--- config.mk ---
export PLATFORM = sky130hd
export DESIGN_NAME = udp_sweep_controller_flat
export DESIGN_NICKNAME = d
export VERILOG_FILES = /design/src/rtl/udp_sweep_controller_if.sv /design/src/rtl/udp_sweep_controller.sv /design/src/flat_wrapper.sv
export SDC_FILE = /design/constraint.sdc
export NUM_CORES = 1
export LEC_CHECK = 0
export ABC_AREA = 0
export CELL_PAD_IN_SITES_DETAIL_PLACEMENT = 1
export CELL_PAD_IN_SITES_GLOBAL_PLACEMENT = 1
export CORE_MARGIN = 2
export CORE_UTILIZATION = 43
export DETAILED_ROUTE_END_ITERATION = 8
export PLACE_DENSITY = 0.87
export SLEW_MARGIN = 25
export SYNTH_ARGS = -nofsm -noshare
export SYNTH_HDL_FRONTEND = slang
export SYNTH_SLANG_ARGS = --single-unit
--- constraint.sdc ---
create_clock -name clk -period 2.7 [get_ports clk]
set_input_delay 0.27 -clock clk [delete_from_list [all_inputs] [get_ports clk]]
set_output_delay 0.27 -clock clk [all_outputs]
set_load 0.05 [all_outputs]
--- src/rtl/udp_sweep_controller_if.sv ---
// rtl/udp_sweep_controller_if.sv - handshake, drive and result bundle of the sweep controller
interface udp_sweep_controller_if;
  logic       start;
  logic       abort;
  logic [2:0] abc_o;
  logic       d_o;
  logic       e_i;
  logic       f_i;
  logic       busy;
  logic       done;
  logic       pass;
  logic [7:0] e_sig;
  logic [7:0] f_sig;
  logic       err_valid;
  logic [3:0] err_idx;

  modport slave (
    input  start, abort, e_i, f_i,
    output abc_o, d_o, busy, done, pass, e_sig, f_sig, err_valid, err_idx
  );

  modport master (
    output start, abort, e_i, f_i,
    input  abc_o, d_o, busy, done, pass, e_sig, f_sig, err_valid, err_idx
  );
endinterface

--- src/rtl/udp_sweep_controller.sv ---
// rtl/udp_sweep_controller.sv - exhaustive 16-point self-check sequencer for e=f(a,b,c), f=e&d
module udp_sweep_controller #(
  parameter logic [7:0] EXP_MASK = 8'hD5,
  parameter int         SETTLE   = 1
) (
  input  logic                   clk,
  input  logic                   rst_n,
  udp_sweep_controller_if.slave  bus
);

  localparam int CW = (SETTLE > 1) ? $clog2(SETTLE + 1) : 1;
  localparam logic [CW-1:0] SETTLE_V = CW'(SETTLE);

  typedef enum logic [2:0] {S_IDLE, S_DRIVE, S_WAIT, S_SAMPLE, S_DONE} state_t;

  state_t        r_state;
  logic [3:0]    r_idx;
  logic [CW-1:0] r_cnt;
  logic [2:0]    r_abc;
  logic          r_d;
  logic          r_busy;
  logic          r_done;
  logic          r_pass;
  logic [7:0]    r_e_sig;
  logic [7:0]    r_f_sig;
  logic          r_err_valid;
  logic [3:0]    r_err_idx;

  logic w_exp_e;
  logic w_exp_f;
  logic w_mism;

  assign w_exp_e = EXP_MASK[r_idx[2:0]];
  assign w_exp_f = r_idx[3] & w_exp_e;
  assign w_mism  = (bus.e_i != w_exp_e) || (bus.f_i != w_exp_f);

  always_ff @(posedge clk or negedge rst_n) begin
    if (!rst_n) begin
      r_state     <= S_IDLE;
      r_idx       <= 4'd0;
      r_cnt       <= '0;
      r_abc       <= 3'd0;
      r_d         <= 1'b0;
      r_busy      <= 1'b0;
      r_done      <= 1'b0;
      r_pass      <= 1'b0;
      r_e_sig     <= 8'd0;
      r_f_sig     <= 8'd0;
      r_err_valid <= 1'b0;
      r_err_idx   <= 4'd0;
    end else begin
      case (r_state)
        S_IDLE: begin
          r_done <= 1'b0;
          if (bus.start && !bus.abort) begin
            r_e_sig     <= 8'd0;
            r_f_sig     <= 8'd0;
            r_err_valid <= 1'b0;
            r_err_idx   <= 4'd0;
            r_pass      <= 1'b0;
            r_idx       <= 4'd0;
            r_busy      <= 1'b1;
            r_state     <= S_DRIVE;
          end
        end
        S_DRIVE, S_WAIT, S_SAMPLE: begin
          // Abort leaves the partial signatures and error record for inspection.
          if (bus.abort) begin
            r_state <= S_IDLE;
            r_busy  <= 1'b0;
            r_pass  <= 1'b0;
            r_abc   <= 3'd0;
            r_d     <= 1'b0;
          end else if (r_state == S_DRIVE) begin
            r_abc   <= r_idx[2:0];
            r_d     <= r_idx[3];
            r_cnt   <= SETTLE_V;
            r_state <= (SETTLE > 0) ? S_WAIT : S_SAMPLE;
          end else if (r_state == S_WAIT) begin
            if (r_cnt <= CW'(1)) r_state <= S_SAMPLE;
            else                 r_cnt   <= r_cnt - CW'(1);
          end else begin
            if (!r_idx[3]) r_e_sig[r_idx[2:0]] <= bus.e_i;
            else           r_f_sig[r_idx[2:0]] <= bus.f_i;
            if (w_mism && !r_err_valid) begin
              r_err_valid <= 1'b1;
              r_err_idx   <= r_idx;
            end
            if (r_idx == 4'd15) begin
              r_state <= S_DONE;
              r_done  <= 1'b1;
              r_busy  <= 1'b0;
              r_pass  <= ~(r_err_valid | w_mism);
              r_abc   <= 3'd0;
              r_d     <= 1'b0;
            end else begin
              r_idx   <= r_idx + 4'd1;
              r_state <= S_DRIVE;
            end
          end
        end
        S_DONE: begin
          r_done  <= 1'b0;
          r_state <= S_IDLE;
        end
        default: r_state <= S_IDLE;
      endcase
    end
  end

  assign bus.abc_o     = r_abc;
  assign bus.d_o       = r_d;
  assign bus.busy      = r_busy;
  assign bus.done      = r_done;
  assign bus.pass      = r_pass;
  assign bus.e_sig     = r_e_sig;
  assign bus.f_sig     = r_f_sig;
  assign bus.err_valid = r_err_valid;
  assign bus.err_idx   = r_err_idx;

endmodule

--- src/flat_wrapper.sv ---
// flat-port wrapper written by rule: the top's interface ports become plain ports
module udp_sweep_controller_flat 
#(
  parameter logic [7:0] EXP_MASK = 8'hD5,
  parameter int         SETTLE   = 1
)
  (clk, rst_n, bus_start, bus_abort, bus_e_i, bus_f_i, bus_abc_o, bus_d_o, bus_busy, bus_done, bus_pass, bus_e_sig, bus_f_sig, bus_err_valid, bus_err_idx);
  udp_sweep_controller_if bus_i ();
  input  logic clk;
  input  logic rst_n;
  input wire logic [$bits(bus_i.start)-1:0] bus_start;
  input wire logic [$bits(bus_i.abort)-1:0] bus_abort;
  input wire logic [$bits(bus_i.e_i)-1:0] bus_e_i;
  input wire logic [$bits(bus_i.f_i)-1:0] bus_f_i;
  output wire logic [$bits(bus_i.abc_o)-1:0] bus_abc_o;
  output wire logic [$bits(bus_i.d_o)-1:0] bus_d_o;
  output wire logic [$bits(bus_i.busy)-1:0] bus_busy;
  output wire logic [$bits(bus_i.done)-1:0] bus_done;
  output wire logic [$bits(bus_i.pass)-1:0] bus_pass;
  output wire logic [$bits(bus_i.e_sig)-1:0] bus_e_sig;
  output wire logic [$bits(bus_i.f_sig)-1:0] bus_f_sig;
  output wire logic [$bits(bus_i.err_valid)-1:0] bus_err_valid;
  output wire logic [$bits(bus_i.err_idx)-1:0] bus_err_idx;
  assign bus_i.start = bus_start;
  assign bus_i.abort = bus_abort;
  assign bus_i.e_i = bus_e_i;
  assign bus_i.f_i = bus_f_i;
  assign bus_abc_o = bus_i.abc_o;
  assign bus_d_o = bus_i.d_o;
  assign bus_busy = bus_i.busy;
  assign bus_done = bus_i.done;
  assign bus_pass = bus_i.pass;
  assign bus_e_sig = bus_i.e_sig;
  assign bus_f_sig = bus_i.f_sig;
  assign bus_err_valid = bus_i.err_valid;
  assign bus_err_idx = bus_i.err_idx;
  udp_sweep_controller #(.EXP_MASK(EXP_MASK), .SETTLE(SETTLE)) u_core (.clk(clk), .rst_n(rst_n), .bus(bus_i));
endmodule
After elaboration in Yosys (flattened, before gate mapping)
Memories as Yosys holds them, arrays and structs flattened.
Index checks and enable logic that the tools add are counted.
{ "op_classes": {"add_sub_neg": 2, "order_cmp": 3, "eq_ne": 22, "n_mux": 65, "bitwise_logic": 4, "reduce_logical": 22} }
{ "op_table": {"columns": ["operator", "n"], "rows": [
  ["2-to-1 mux 8 bit", 9],
  ["2-to-1 mux 4 bit", 9],
  ["one-hot mux 8 bit (2 select lines)", 2],
  ["2-to-1 mux 3 bit", 10],
  ["2-to-1 mux 1 bit", 25],
  ["AND reduction 6 bit", 4],
  ["bitwise mux 8 bit", 2],
  ["one-hot mux 4 bit (2 select lines)", 2],
  ["!= test 2 x 1 -> 1 bit (second input constant)", 5],
  ["!= test 2 bit (second input constant)", 5],
  ["AND reduction 5 bit", 2],
  ["one-hot mux 1 bit (2 select lines)", 4],
  ["equality test 3 x 2 -> 1 bit (second input constant)", 2],
  ["!= test 3 x 2 -> 1 bit (second input constant)", 2],
  ["!= test 3 bit (second input constant)", 2],
  ["one-hot mux 3 bit (2 select lines)", 1],
  ["nonzero test 2 bit", 3],
  ["!= test 5 x 4 -> 1 bit (second input constant)", 1],
  ["adder 4 x 1 -> 4 bit (second input constant)", 1],
  ["equality test 4 bit (second input constant)", 1],
  ["less-than comparator 3 x 4 -> 1 bit (second input constant)", 1],
  ["AND reduction 4 bit", 1],
  ["demux 1 bit (select 3 bit)", 1],
  ["equality test 3 x 1 -> 1 bit (second input constant)", 1],
  ["17 further kinds", 22]
]} }
{ "word_totals": {"regBits": 36, "rom_bits": 8, "output_inout_bits": 28, "wordCells": 131, "mem_count": 1} }
{ "memory_table": {"columns": ["memory", "words", "width", "rd", "rd_ports_with_merged_regs", "write_ports", "line_no", "rtl"], "rows": [
  ["(name not given)", 8, 1, 1, 0, 0, "udp_sweep_controller.sv:33", "assign w_exp_e = EXP_MASK[r_idx[2:0]];"]
]} }

Logic depth before layout (Yosys ltp)
Gate-level depths: netlist (run 1).
{ "logic_depth": {"depth_word": 12, "depth_mapped": 7, "depth_no_buf": 6} }

Worst setup path before layout (run 1)
OpenSTA, ideal clock, no wires.
{ "synth_timing": {"kind": "reg2reg", "start": "register u_core.r_idx[1]", "end": "register u_core.r_err_idx[0] (netlist: u_core.bus.err_idx[0])", "arrival_ns": 1.739, "path_slack_ns": 0.840, "path_stages_with_launch": 8, "n_path_buf": 1, "synth_period_minus_slack_ns": 1.860, "path_cell_list": "dfrtp_1 -> clkbuf_1 -> inv_1 -> ha_1 -> mux2_2 -> a211oi_1 -> o21ai_2 -> a22o_1"} }
{ "synth_via": {"elab_chain_cells": 8} }
{ "synth_rtl": {"columns": ["item", "line_no", "rtl"], "rows": [
  ["from (decl)", "udp_sweep_controller.sv:17", "logic [3:0] r_idx;"],
  ["from (signal assigned)", "udp_sweep_controller.sv:97", "r_idx <= r_idx + 4'd1;"],
  ["memory read (8 x 1 bit) *", null, null],
  ["2-to-1 mux 1 bit (not written as such) *", "udp_sweep_controller.sv:33", null],
  ["bitwise AND 1 bit", "udp_sweep_controller.sv:34", "assign w_exp_f = r_idx[3] & w_exp_e;"],
  ["!= test 1 bit", "udp_sweep_controller.sv:35", "assign w_mism = (bus.e_i != w_exp_e) || (bus.f_i != w_exp_f);"],
  ["logical OR 1 bit *", "udp_sweep_controller.sv:35", null],
  ["logical AND 1 bit *", "udp_sweep_controller.sv:85", "if (w_mism && !r_err_valid) begin"],
  ["!= test 2 x 1 -> 1 bit (no source line) *", null, null],
  ["AND reduction 6 bit (no source line) *", null, null],
  ["to (signal assigned)", "udp_sweep_controller.sv:87", "r_err_idx <= r_idx;"],
  ["to (decl)", "udp_sweep_controller.sv:27", "logic [3:0] r_err_idx;"]
]} }
Every way passes the cells marked *; elsewhere a longest branch is shown, timed or not. The select of a mux whose other input is x is not followed.
A chain may end at the register's enable or synchronous reset.

Worst setup path in the final report (run 1)
{ "layout_timing": {"start": "register u_core.r_idx[1]", "end": "register u_core.r_err_idx[3] (netlist: u_core.bus.err_idx[3])"} }
The elaborated chain is that of the path after synthesis.

==> results.tsv, run 1 <==
metric	value	unit
tritoncts	built	
cts_resized	0	
htreeDepth	2	
final-seq-area	876	sq um
netlist_area	1870	sq um
clkPwrFrac	0.258	
first_global_vias	1699	
worstSetupPathType	reg -> reg	
totalWireLength	5050	microns
die_x	69.9	microns
drc	0	
synth_edf_count	0	
fp.dieArea	4880	sq um
synthesis.nets	193	
synth_seq_area_share	0.469	
hold_buffers	0	
cts_buffers	5	
avgSynthCellArea	10.1	sq um
clock_latency	0.29	ns
grt_use_total	0.229	
numPortBuffers	33	
row_count	23	
firstDrtPassIters	4	
initial_core_util	0.457	
synth.distinct_cells	44	
die_y	69.9	microns
path_clk_slew	0.07	ns
setup_slack	0.700	ns
status	complete, no violations	
synth_ff_type	dfrtp_1	
drtIter0Drc	101	
layout.nets	223	
grt_first_pass_wirelength	8890	microns
yosys_warnings	0	
hp-class	in -> async	
p_leak	0.956	nW
ys_seq_elements	35	
viasPerCell	5.99	
tightest_slew	0.668	ns
worstSetupEndpointType	register	
fmax	500	MHz
finClkSkew	0.00363	ns
arrival	2.17	ns
cts.sinks	35	
p_sw	605	uW
drv_slew	0	
path_max_fanout	17	
grt_setup_unrepaired	false	
async_reset_ff_frac	1.00	
setup_viol	0	
intPower	997	uW
syn-instance-count	185	
power_density	697	nW/um^2
post-cts-setup-buffer-count	0	
grt_overflow	0	
relSlewSlack	0.555	
multi_input_area	873	sq um
ir_drop	0.000293	V
gp_congestion	0.764	
fin_crit	2.00	ns
hpwlAfterDp	3460	microns
fin_crit_sh	0.741	
layout-drive-gt1-share	0.0972	
combinationalPowerShare	0.326	
core	4090	sq um
max-clock-path-buffers	2	
max_cap_violations	0	
cp.required	2.87	ns
sequentialPowerShare	0.416	
fin_util	0.562	
antenna_found_initial	0	
via_count	1594	
reg2reg_slack	0.70	ns
fin_setup_tns	0	ns
hold_viol_final	0	
clockRootBuffer	clkbuf_8	
syn2layout_area_growth	23.1	%
drtAntennaViolNets	0	
wl_per_cell	19.0	microns
antenna_cells	0	
setup.worst_path.start_class	register	
swShare	0.378	
num-fill-cells	460	
holdWs	0.396	ns
place_ws	0.602	ns
grt_start_max_net_pins	36	
pin_count	34	
[per-stage QoR]
step                      cell area, sq um  power (mW)  std cells
after CTS                             2300        1.61        266
after floorplan                       1870        1.04        185
final                                 2300        1.60        266
after detailed placement              2200        1.19        258
after global routing                  2300        1.70        266
after global placement                2200        1.16        258
[critical path, stage by stage (launching register included)]
cell and delay (ns):
dfrtp_1 0.62, inv_1 0.15, ha_1 0.23, mux2i_1 0.25
and3_1 0.30, nor3_4 0.08, a22o_1 0.26
[placed cells by master, fill, tap and decap left out, types with 2 or more instances in the layout]
cell	n
dfrtp_1	35
clkbuf_8	7
clkdlybuf4s50_1	33
o22ai_1	2
o21ai_1	5
o21ai_2	2
buf_4	4
and3_1	3
o21a_1	5
nand3_1	4
nand2_1	9
xnor2_1	2
nor2b_1	3
ha_1	2
a22o_1	8
nor2_1	5
nor3_1	5
nand3b_1	3
or3b_1	3
inv_1	7
o21ai_0	31
a31oi_1	7
o2bb2ai_1	3
a21oi_1	7
[synth_stat cells (all sizes together) (2+ instances only)]
| cell | number | area (sq um) |
|---|---|---|
| a21oi | 7 | 35.0 |
| a22o | 8 | 70.1 |
| a31oi | 7 | 43.8 |
| and3 | 3 | 18.8 |
| buf | 11 | 80.1 |
| clkbuf | 3 | 11.3 |
| dfrtp | 35 | 876 |
| ha | 2 | 25.0 |
| inv | 7 | 26.3 |
| nand2 | 9 | 33.8 |
| nand3 | 4 | 20.0 |
| nand3b | 3 | 22.5 |
| nor2 | 5 | 18.8 |
| nor2b | 3 | 18.8 |
| nor3 | 6 | 41.3 |
| o2111ai | 2 | 23.8 |
| o21a | 6 | 52.6 |
| o21ai | 38 | 198 |
| o22ai | 2 | 12.5 |
| o2bb2ai | 3 | 26.3 |
| or3b | 3 | 26.3 |
| xnor2 | 2 | 17.5 |
[cell type report]
class,instances,share of cell area
Timing Repair Buffer,37,0.157
Sequential cell,35,0.381
Tap cell,50,0.0272
Inverter,7,0.0114
Multi-Input combinational cell,129,0.380
Clock buffer,8,0.0435
[power by group through the flow]
| stage | logic (mW) | clock network, mW | registers, mW |
|---|---|---|---|
| after floorplan | 0.300 | 0 | 0.735 |
| after global routing | 0.570 | 0.450 | 0.677 |
| after detailed placement | 0.517 | 0 | 0.673 |
| after global placement | 0.497 | 0 | 0.665 |
| after CTS | 0.524 | 0.425 | 0.665 |
| final | 0.523 | 0.413 | 0.666 |
[kinds of logic (layout without fill, tap and decap cells)]
kind of cell | count (synthesis) | after routing | share of synthesized area
xor gates and xnor gates | 2 | 2 | 0.00939
buffers and inverters | 21 | 52 | 0.0630
adders and majority gates | 3 | 3 | 0.0188
AOI/OAI and AO/OA | 81 | 81 | 0.285
and+or+nand+nor | 41 | 41 | 0.143
muxes | 2 | 2 | 0.0114
DFF | 35 | 35 | 0.469
[routing by layer]
layer	wire length [microns]	global-route usage	share of wire	vias to the layer above
met5	0	0	0	-
met2	2630	0.397	0.52	31
met1	2180	0.284	0.43	809
li1	-	-	-	748
met4	77	0.0897	0.015	0
met3	158	0.0404	0.031	6
[worst paths after layout]
path | end | depth (start not counted) | startpoint
max reg2reg | u_core.bus.err_idx[3]$_DFFE_PN0P_ | 6 | u_core.r_idx[1]$_DFFE_PN0P_
max | u_core.bus.err_idx[3]$_DFFE_PN0P_ | 6 | u_core.r_idx[1]$_DFFE_PN0P_
min reg2reg | u_core.bus.err_idx[2]$_DFFE_PN0P_ | 1 | u_core.bus.err_idx[2]$_DFFE_PN0P_
min | u_core.r_state[1]$_DFFE_PN0N_ | 2 | rst_n
max in group asynchronous | u_core.bus.busy$_DFFE_PN0P_ | 2 | rst_n
min in group clk | u_core.bus.err_idx[2]$_DFFE_PN0P_ | 1 | u_core.bus.err_idx[2]$_DFFE_PN0P_
[state kept, by name, indices dropped and copies added (netlist names)]
signal                flops
u_core.bus.pass           1
u_core.bus.d_o            1
u_core.bus.err_idx        4
u_core.bus.e_sig          8
u_core.bus.f_sig          8
u_core.bus.busy           1
u_core.r_state            3
u_core.r_idx              4
u_core.bus.abc_o          3
u_core.bus.err_valid      1
u_core.bus.done           1
(Power assumes the default switching activity.)
==> inputs of run 2 (changes only) <==
Settings changed: CORE_UTILIZATION 43 to 40, PLACE_DENSITY 0.87 to 0.82.
Clock period 2.7 ns to 1.9 ns, I/O delays scaled along.
==> run 2 against run 1 <==
- power grew 46%
- die area grew 7.1%
- hold slack got worse by 0.094 ns
- setup slack worse by 0.58 ns
- clock skew up 0.0054 ns
- first-iteration DRC count rose by 22%
- wire length rose by 8.5%
- final area increased by 3.4%
- highest routed layer unchanged
- global-route usage rose by 0.47 points
- via count grew 4.8%
- flip-flop and latch count is the same
- combinational power up 68%
==> results.tsv, run 2 (same netlist as run 1, synthesis figures left out) <==
metric	value	unit
status	complete, no violations	
power	2.33	mW
firstDrtPassIters	4	
cts_buffers	5	
grt_setup_unrepaired	false	
initial_core_util	0.423	
gp_congestion	0.811	
layout-drive-gt1-share	0.150	
setup_viol	0	
path_max_fanout	5	
arrival	1.59	ns
setup.worst_path.start_class	register	
clock_latency	0.30	ns
die_x	72.3	microns
cp.required	1.71	ns
fin_crit_sh	0.937	
wl_per_cell	19.6	microns
reg2regPathDepth	5	
drv_slew	0	
wl_met3	231	microns
cp_top_family	buffers and inverters	
cp.depth	1	
numPortBuffers	33	
max_cap_violations	0	
path_clk_slew	0.08	ns
totalWireLength	5480	microns
worstSetupPathType	reg -> out	
fin_setup_tns	0	ns
path_buf_inv	1	
htreeDepth	2	
final_common_cell	dfrtp_1	
final_cell_mix	dfrtp_1, clkdlybuf4s50_1, o21ai_0, buf_4, nand2_1	
syn2layout_area_growth	27.3	%
fmax	562	MHz
finClkSkew	0.00899	ns
hp-class	in -> async	
antenna_found_initial	0	
place_ws	0.0695	ns
relSlewSlack	0.659	
power_density	982	nW/um^2
viasPerCell	5.99	
post-cts-setup-buffer-count	0	
die_y	72.3	microns
hold_viol_final	0	
fin_util	0.539	
drc	0	
grt_use_total	0.234	
grt_first_pass_wirelength	9220	microns
drtIter0Drc	123	
grt_overflow	0	
max-clock-path-buffers	2	
ir_drop	0.000388	V
tightest_slew	0.509	ns
via_count	1670	
drtAntennaViolNets	0	
core	4410	sq um
setup_slack	0.121	ns
worstPathCellList	clkdlybuf4s50_1	
row_count	24	
hold_buffers	0	
worstSetupEndpointType	primary output	
hpwlAfterDp	3920	microns
p_leak	1.00	nW
clockRootBuffer	clkbuf_8	
pin_count	34	
met1_length	2400	microns
route.met2.wl	2750	microns
tritoncts	built	
cts_resized	0	
cts.sinks	35	
cpPeakStageDelay	0.84	ns
layout.nets	234	
fin_crit	1.78	ns
first_global_vias	1759	
antenna_cells	0	
cp_slowest_cell	clkdlybuf4s50_1	
grt_start_max_net_pins	36	
maxUsedRoutingLayer	met4	
fp.dieArea	5230	sq um
run 2: cell count changes in the layout (fill, tap and decap cells not counted):
cell / before / now
buf_4: 4 / 15
clkinvlp_4: 0 / 2
clkinv_2: 0 / 1
nor3_2: 0 / 1
clkbuf_8: 7 / 5
clkbuf_1: 1 / 0
nor3_1: 5 / 4
run 2: layout make-up:
cell class | count | area (sq um)
repair buffers | 48 | 443
clock buffers | 5 | 68.8
fillers | 489 | 2040
multi-input cells | 129 | 878
inverters | 7 | 26.3
clock inverters | 3 | 20.0
flip-flops and latches | 35 | 876
well taps | 52 | 65.1
run 2: worst paths after layout:
| kind | from | endpoint | slack (ns) |
|---|---|---|---|
| setup / recovery | u_core.bus.err_valid$_DFFE_PN0P_ | bus_err_valid | 0.12 |
| hold / removal | rst_n | u_core.bus.busy$_DFFE_PN0P_ | 0.30 |
| setup reg to reg | u_core.r_idx[0]$_DFFE_PN0P_ | u_core.bus.err_idx[1]$_DFFE_PN0P_ | 0.14 |
| hold reg to reg | u_core.bus.e_sig[4]$_DFFE_PN0P_ | u_core.bus.e_sig[4]$_DFFE_PN0P_ | 0.50 |
| max in group asynchronous | rst_n | u_core.bus.done$_DFFE_PN0P_ | 1.26 |
| min in group clk | u_core.bus.e_sig[4]$_DFFE_PN0P_ | u_core.bus.e_sig[4]$_DFFE_PN0P_ | 0.50 |
run 2: per-layer routing:
| layer | global-route usage | vias up |
|---|---|---|
| met4 | 0.0755 | 0 |
| met1 | 0.301 | 847 |
| met2 | 0.392 | 46 |
| met5 | 0 | - |
| met3 | 0.0514 | 12 |
| li1 | - | 765 |
run 2: power breakdown:
group          internal (mW)  switching, mW
Clock                  0.255          0.308
Combinational          0.324          0.555
Sequential             0.814         0.0768
Total                   1.39          0.940
run 2: stage by stage:
step	hold WS [ns]	instances	area [sq um]
after detailed placement	0.482	271	2280
after CTS	0.328	279	2370
after global placement	0.474	271	2280
after floorplan	-0.106	185	1870
after global routing	0.342	279	2380
final	0.303	279	2380
==> inputs of run 3 (changes only) <==
Settings changed: RECOVER_POWER set to 50.
==> run 3 against run 2 <==
- combinational power down 0.7%
- power decreased by 0.46%
- final cell count is the same
- first-iteration DRC count shrank 2.4%
- clock power is 0.9% lower
- global-route usage is the same
- clock skew down 0.0020 ns
- critical endpoint is now u_core.bus.err_idx[1]$_DFFE_PN0P_
==> results.tsv, run 3 (same netlist as run 1, synthesis figures left out) <==
metric	value	unit
syn2layout_area_growth	27.0	%
cp_slowest_cell	dfrtp_1	
fmax	564	MHz
reg2reg_from	u_core.r_idx[0]$_DFFE_PN0P_	
die_x	72.3	microns
setup.worst_path.start_class	register	
initial_core_util	0.423	
combinationalPowerShare	0.376	
drv_slew	0	
arrival	1.96	ns
via_count	1646	
clock_latency	0.30	ns
worstSetupPathType	reg -> reg	
status	complete, no violations	
fin_setup_tns	0	ns
cpPeakStageDelay	0.48	ns
intPower	1.39	mW
worstPathCellList	ha_1 -> mux2_2 -> a211oi_1 -> o21ai_2 -> a22o_1	
swShare	0.402	
cts_buffers	5	
power	2.32	mW
clkPwrFrac	0.240	
drtIter0Drc	120	
grt_setup_unrepaired	false	
grt_overflow	0	
hold_buffers	0	
htreeDepth	2	
pin_count	34	
totalWireLength	5450	microns
final_cell_mix	dfrtp_1, o21ai_0, clkdlybuf4s50_1, buf_4	
p_sw	935	uW
grt_start_max_net_pins	36	
sequentialPowerShare	0.384	
crit_start	u_core.r_idx[0]$_DFFE_PN0P_	
post-cts-setup-buffer-count	0	
hold_viol_final	0	
row_count	24	
layout-drive-gt1-share	0.145	
die_y	72.3	microns
multi_input_area	878	sq um
drc	0	
tightest_slew	0.883	ns
firstDrtPassIters	4	
final_common_cell	dfrtp_1	
setup_viol	0	
ir_drop	0.000387	V
numPortBuffers	33	
antenna_cells	0	
first_global_vias	1759	
worstHoldStart	u_core.bus.e_sig[4]$_DFFE_PN0P_	
power_density	980	nW/um^2
path_max_fanout	8	
core	4410	sq um
gp_congestion	0.811	
p_leak	1.03	nW
final-seq-area	876	sq um
fin_crit	1.77	ns
hpwlAfterDp	3920	microns
path_clk_slew	0.08	ns
cp.required	2.09	ns
worstSetupEndpointType	register	
fp.dieArea	5230	sq um
grt_use_total	0.234	
grt_first_pass_wirelength	9220	microns
clockRootBuffer	clkbuf_8	
hp-class	reg -> reg	
tritoncts	built	
fin_crit_sh	0.934	
relSlewSlack	0.412	
layout.nets	234	
drtAntennaViolNets	0	
max_cap_violations	0	
cts.sinks	35	
viasPerCell	5.90	
max-clock-path-buffers	2	
wl_per_cell	19.5	microns
num-fill-cells	490	
finClkSkew	0.00702	ns
antenna_found_initial	0	
run 3: layout make-up:
| class | count | share of cell area |
|---|---|---|
| multi-input combinational | 129 | 0.370 |
| clock inverter | 3 | 0.00844 |
| inverter | 7 | 0.0111 |
| clock buffer | 5 | 0.0290 |
| sequential | 35 | 0.369 |
| timing repair buffer | 48 | 0.184 |
| tap | 52 | 0.0274 |
run 3: final timing paths:
check | slack [ns] | cells after the start | end
setup reg to reg | 0.13 | 5 | u_core.bus.err_idx[1]$_DFFE_PN0P_
hold / removal | 0.50 | 1 | u_core.bus.e_sig[4]$_DFFE_PN0P_
hold reg to reg | 0.50 | 1 | u_core.bus.e_sig[4]$_DFFE_PN0P_
max in group asynchronous | 0.81 | 2 | u_core.bus.done$_DFFE_PN0P_
min in group asynchronous | 0.54 | 2 | u_core.bus.busy$_DFFE_PN0P_
setup / recovery | 0.13 | 5 | u_core.bus.err_idx[1]$_DFFE_PN0P_
run 3: power by group through the flow:
stage               Sequential, mW  Clock, mW  Combinational [mW]
global placement             0.896          0               0.831
CTS                          0.891      0.569               0.878
floorplan                     1.04          0               0.427
detailed placement           0.906          0               0.865
global route                 0.904      0.606               0.943
finish                       0.891      0.558               0.874
run 3: metal layers:
metal,part of all wire,global-route usage,routed length [microns],up-vias
li1,-,-,-,766
met1,0.43,0.301,2350,831
met2,0.51,0.392,2770,40
met5,0,0,0,-
met4,0.015,0.0755,81,0
met3,0.045,0.0514,243,9
run 3: what timing repair did:
item | CTS | global route
setup endpoints to repair | 0 | 4
resized for setup | 0 | 1
hold endpoints to repair | 0 | 0
run 3: worst max-delay path, delay by kind of cell, from the launching register on:
| kind | cells | cell delay, ns |
|---|---|---|
| adder cells (fa/ha/maj) | 1 | 0.28 |
| multiplexers | 1 | 0.27 |
| AO/OA/AOI/OAI | 3 | 0.65 |
| flip-flops | 1 | 0.48 |
run 3: per-stage QoR:
stage | hold WS (ns) | utilization | cells | worst slack [ns] | area [sq um]
6_report | 0.503 | 0.537 | 279 | 0.126 | 2370
5_1_grt | 0.527 | 0.537 | 279 | 0.0274 | 2370
4_1_cts | 0.328 | 0.537 | 279 | 0.107 | 2370
3_5_place_dp | 0.482 | 0.517 | 271 | 0.0695 | 2280
3_3_place_gp | 0.474 | 0.517 | 271 | 0.155 | 2280
2_1_floorplan | -0.106 | - | 185 | 0.0402 | 1870
